`config.mk`:
```
export PLATFORM = sky130hd
export DESIGN_NAME = instruction_fetch
export DESIGN_NICKNAME = d
export VERILOG_FILES = /design/src/rtl/cpu_pkg.sv /design/src/rtl/instruction_fetch.sv
export SDC_FILE = /design/constraint.sdc
export NUM_CORES = 1
export LEC_CHECK = 0
export CORE_MARGIN = 1.5
export CORE_UTILIZATION = 28
export DETAILED_ROUTE_END_ITERATION = 12
export PLACE_DENSITY = 0.69
export SLEW_MARGIN = 20
export SYNTH_ARGS = -nofsm -noshare
export SYNTH_HDL_FRONTEND = slang
export SYNTH_SLANG_ARGS = --single-unit
export TNS_END_PERCENT = 5
```
`constraint.sdc`:
```
create_clock -name clk -period 3.9 [get_ports clk]
set_clock_uncertainty 0.15 [all_clocks]
set_input_delay 0.975 -clock clk [delete_from_list [all_inputs] [get_ports clk]]
set_output_delay 0.975 -clock clk [all_outputs]
set_load 0.1 [all_outputs]
```
`src/rtl/cpu_pkg.sv`:
```
// Shared CPU definitions: bus widths, fetch FSM state encoding and the
// default halt opcode used by instruction_fetch.
package cpu_pkg;

  localparam int ADDR_W = 8;
  localparam int DATA_W = 8;

  localparam logic [DATA_W-1:0] HALT_OPCODE_DEF = 8'hFF;

  typedef enum logic [2:0] {
    S_IDLE   = 3'd0,
    S_ADDR   = 3'd1,
    S_WAIT   = 3'd2,
    S_FULL   = 3'd3,
    S_HALTED = 3'd4
  } fetch_state_e;

endpackage

```
`src/rtl/instruction_fetch.sv`:
```
// Instruction fetch unit: one program-memory read per instruction, with a
// valid/ready hand-off to the decoder. Define IFETCH_HALT_DETECT_EN to stop on HALT_OPCODE.
module instruction_fetch
  import cpu_pkg::*;
#(
  parameter int                MEM_LATENCY = 1,
  parameter logic [DATA_W-1:0] HALT_OPCODE = HALT_OPCODE_DEF
) (
  input  logic              clk,
  input  logic              reset,
  input  logic              run,
  input  logic              flush,
  input  logic [ADDR_W-1:0] pc,
  output logic              pc_inc,
  output logic              mem_rd,
  output logic [ADDR_W-1:0] mem_addr,
  input  logic [DATA_W-1:0] mem_rdata,
  output logic [DATA_W-1:0] instr,
  output logic [ADDR_W-1:0] instr_addr,
  output logic              instr_valid,
  input  logic              instr_ready,
  output logic              busy,
  output logic              halted
);

  localparam logic [2:0] LAT = 3'(MEM_LATENCY);

  fetch_state_e      r_state, w_next;
  logic [2:0]        r_cnt;
  logic [DATA_W-1:0] r_instr;
  logic [ADDR_W-1:0] r_instr_addr;
  logic              w_capture, w_hs, w_flush;

  // A halted core ignores flush; only reset brings it back.
  assign w_flush   = flush && (r_state != S_HALTED);
  assign w_capture = (r_state == S_WAIT) && (r_cnt <= 3'd1);
  assign w_hs      = (r_state == S_FULL) && instr_ready;

  always_comb begin
    w_next = r_state;
    case (r_state)
      S_IDLE: if (run) w_next = S_ADDR;
      S_ADDR: w_next = S_WAIT;
      S_WAIT: if (w_capture) w_next = S_FULL;
      S_FULL: if (w_hs) begin
        w_next = run ? S_ADDR : S_IDLE;
`ifdef IFETCH_HALT_DETECT_EN
        if (r_instr == HALT_OPCODE) w_next = S_HALTED;
`endif
      end
`ifdef IFETCH_HALT_DETECT_EN
      S_HALTED: w_next = S_HALTED;
`endif
      default: w_next = S_IDLE;
    endcase
    if (w_flush) w_next = S_IDLE;
  end

  always_ff @(posedge clk) begin
    if (reset) begin
      r_state      <= S_IDLE;
      r_cnt        <= '0;
      r_instr      <= '0;
      r_instr_addr <= '0;
    end else begin
      r_state <= w_next;
      if (r_state == S_ADDR)
        r_cnt <= LAT;
      else if (r_state == S_WAIT && r_cnt != 3'd0)
        r_cnt <= r_cnt - 3'd1;
      if (w_capture && !w_flush) begin
        r_instr      <= mem_rdata;
        r_instr_addr <= pc;
      end
    end
  end

  // pc_inc is the only combinational strobe that reset must mask in-cycle.
  assign pc_inc      = w_capture && !w_flush && !reset;
  assign mem_rd      = (r_state == S_ADDR);
  assign mem_addr    = mem_rd ? pc : '0;
  assign instr       = r_instr;
  assign instr_addr  = r_instr_addr;
  assign instr_valid = (r_state == S_FULL);
  assign busy        = (r_state != S_IDLE) && (r_state != S_HALTED);

`ifdef IFETCH_HALT_DETECT_EN
  assign halted = (r_state == S_HALTED);
`else
  assign halted = 1'b0;
  logic w_unused_halt;
  assign w_unused_halt = ^HALT_OPCODE;
`endif

endmodule

```
==> impl_metrics.py <==
metrics = {
    "worst_hold_path": {
        "worstHoldEndpoint": "r_state[1]",
        "hold_depth": 2,
        "min_from": "r_state[1]",
        "hold_class": "reg2reg",
    },
    "placement": {
        "port_buffers": 48,
        "dpl.cell_count": 193,
        "gp_congestion": 0.679,
        "hpwlAfterDp_um": 1740,
        "dp_slack_ps": 484,
    },
    "run": {
        "cap_viol_max_count": 0,
    },
    "final_layout": {
        "final_common_cell": "clkdlybuf4s50_1",
        "fin_cells": 197,
        "antenna_cells": 0,
        "final_cell_mix": "clkdlybuf4s50_1, nor2_1, dfxtp_1",
        "final_layout_size_suffix_gt1_frac": 0.126,
        "fill_cells": 349,
        "syn2layout_area_growth_pct": 53.1,
        "nNetsFinal": 180,
    },
    "yosys": {
        "synth.ff_latch_count": 21,
        "synthDistinctLibCells": 19,
        "ys_seq_area_frac": 0.427,
        "synth_ff_type": "dfxtp_1",
        "yosysTopAreaCellShare": 0.427,
        "synth.yosys.warnings": 0,
        "post_synth.cell_area_avg_um2": 9.56,
        "synth_area_um2": 985,
        "synth_largest_area_cell": "dfxtp_1",
        "async_reset_ff_frac": 0,
        "netlist_instances": 103,
        "synth_edf_count": 0,
        "syn-num-nets": 131,
        "ys_top_cells_by_area": "dfxtp_1, mux2i_1, ha_1",
    },
    "power": {
        "clkPwrFrac": 0.246,
        "switching_share": 0.321,
        "combPwrFrac": 0.247,
        "max-vdd-ir-drop_mv": 0.178,
        "p_sw_uw": 139,
        "leakage_nw": 0.715,
        "power_density_nw_per_um2": 287,
        "p_int_uw": 294,
        "pwr-share-seq": 0.507,
    },
    "clock_network": {
        "worstSkewPairLatency_ps": 300,
        "cts_sinks": 21,
        "cts_buffers": 3,
        "cts_root_buffer": "clkbuf_4",
        "cts_resized": 0,
        "postCtsSetupBuffers": 0,
        "cts_tree": "done",
        "clk_pin_slew_worst_paths_ps": 120,
        "clockBufferDepth": 2,
        "cts.htree.levels": 1,
        "cts_hold_buffers": 0,
    },
    "global_routing": {
        "antenna_found_initial": 0,
        "grt_usage": 0.115,
        "grt-ovfl-total": 0,
        "grt_pass1_vias": 848,
        "grt_pass1_wl_um": 3610,
        "grt_start_max_net_pins": 22,
    },
    "detailed_routing": {
        "ant_nets": 0,
        "avgViaCountPerCell": 4.24,
        "dr_total_vias": 836,
        "wl_um": 2300,
        "drc_errors": 0,
        "drtIter0Drc": 37,
        "dr.pass1.iters": 3,
        "wl_per_cell_um": 11.7,
    },
    "floorplan": {
        "die_area_um2": 3880,
        "ios": 50,
        "rows": 21,
        "die_h_um": 62.3,
        "coreArea_um2": 3360,
        "start_util": 0.293,
        "die_w_um": 62.3,
    },
    "timing": {
        "worstMarginPinSlew_ps": 986,
        "setup_viol": 0,
        "rsz0062_at_grt": "no",
        "finalCritPeriodShare": 0.876,
        "max_freq_mhz": 293,
        "slew_viol_final": 0,
        "setup_slack_ps": 485,
        "hold_violations": 0,
        "maxSlewHeadroom": 0.341,
        "tns_ps": 0,
        "fin_crit_ps": 3420,
    },
    "critical_path": {
        "rrSetupSlack_ps": 1930,
        "critPathArrivalTime_ps": 2290,
        "reg2reg_from": "r_cnt[1]",
        "critPathKind": "in2out",
        "endpoint_kind": "output pin",
        "r2r_end": "instr[7]",
        "crit_fanout": 3,
        "reg2reg_depth": 7,
        "startpoint_type": "primary input",
        "critPathRequiredTime_ps": 2770,
    },
    "status": {
        "status": "finished, final reports clean",
    },
}
## critical path: stages
cell and delay (ps):
clkdlybuf4s50_1 440, or4b_4 540, nor2_2 150, buf_12 190
## registers in the layout, summed over array words and instances (netlist names)
register,cells
r_state,2
instr_addr,8
instr,8
r_cnt,3
## layer usage
layer | global-route usage | vias up | part of all wire | routed length (um)
met4 | 0.0500 | 0 | 0.0061 | 14
met3 | 0.0181 | 2 | 0.044 | 100
met5 | 0 | - | 0 | 0
li1 | - | 427 | - | -
met2 | 0.226 | 16 | 0.56 | 1280
met1 | 0.120 | 391 | 0.39 | 905
## cell usage after synthesis (2+ instances only)
cell	n
ha_1	7
o21ai_0	2
nor2_1	22
buf_6	2
mux2i_1	17
inv_1	7
a2111oi_0	3
clkbuf_1	3
and2_1	8
dfxtp_1	21
nand2_1	3
## area by class of cell
type	instances	area (um2)	share of cell area
sequential	21	420	0.279
tap	46	57.6	0.0382
clock buffer	4	26.3	0.0174
inverter	7	26.3	0.0174
timing repair buffer	50	478	0.317
multi-input combinational	69	499	0.331
## per-stage QoR
stage	utilization	hold slack [ps]	total power, mW	cell area [um2]
detailed placement	0.440	337	0.332	1480
CTS	0.448	366	0.440	1510
global route	0.448	396	0.452	1510
finish	0.448	361	0.433	1510
global placement	0.440	324	0.330	1480
floorplan	-	321	0.296	987
## kinds of logic after synthesis
group	synth area share
simple gates	0.174
flops	0.427
mux	0.173
buf+inv	0.0686
fa+ha+maj	0.0889
compound gates	0.0559
other cells	0.00381
xor+xnor	0.00890
## power by group through the flow
stage	Combinational [mW]	Clock, mW	Sequential [mW]
final	0.107	0.106	0.220
after detailed placement	0.107	0	0.225
after global placement	0.106	0	0.224
after floorplan	0.0628	0	0.233
after global routing	0.112	0.120	0.220
after CTS	0.108	0.113	0.220
## worst max-delay path by stage
stage	slack (ps)	depth (start not counted)	end	start
floorplan	210	4	pc_inc	flush
global placement	490	4	pc_inc	flush
detailed placement	480	4	pc_inc	flush
CTS	480	4	pc_inc	flush
global route	440	4	pc_inc	flush
finish	480	4	pc_inc	flush
Power figures use the tool's default switching activity.
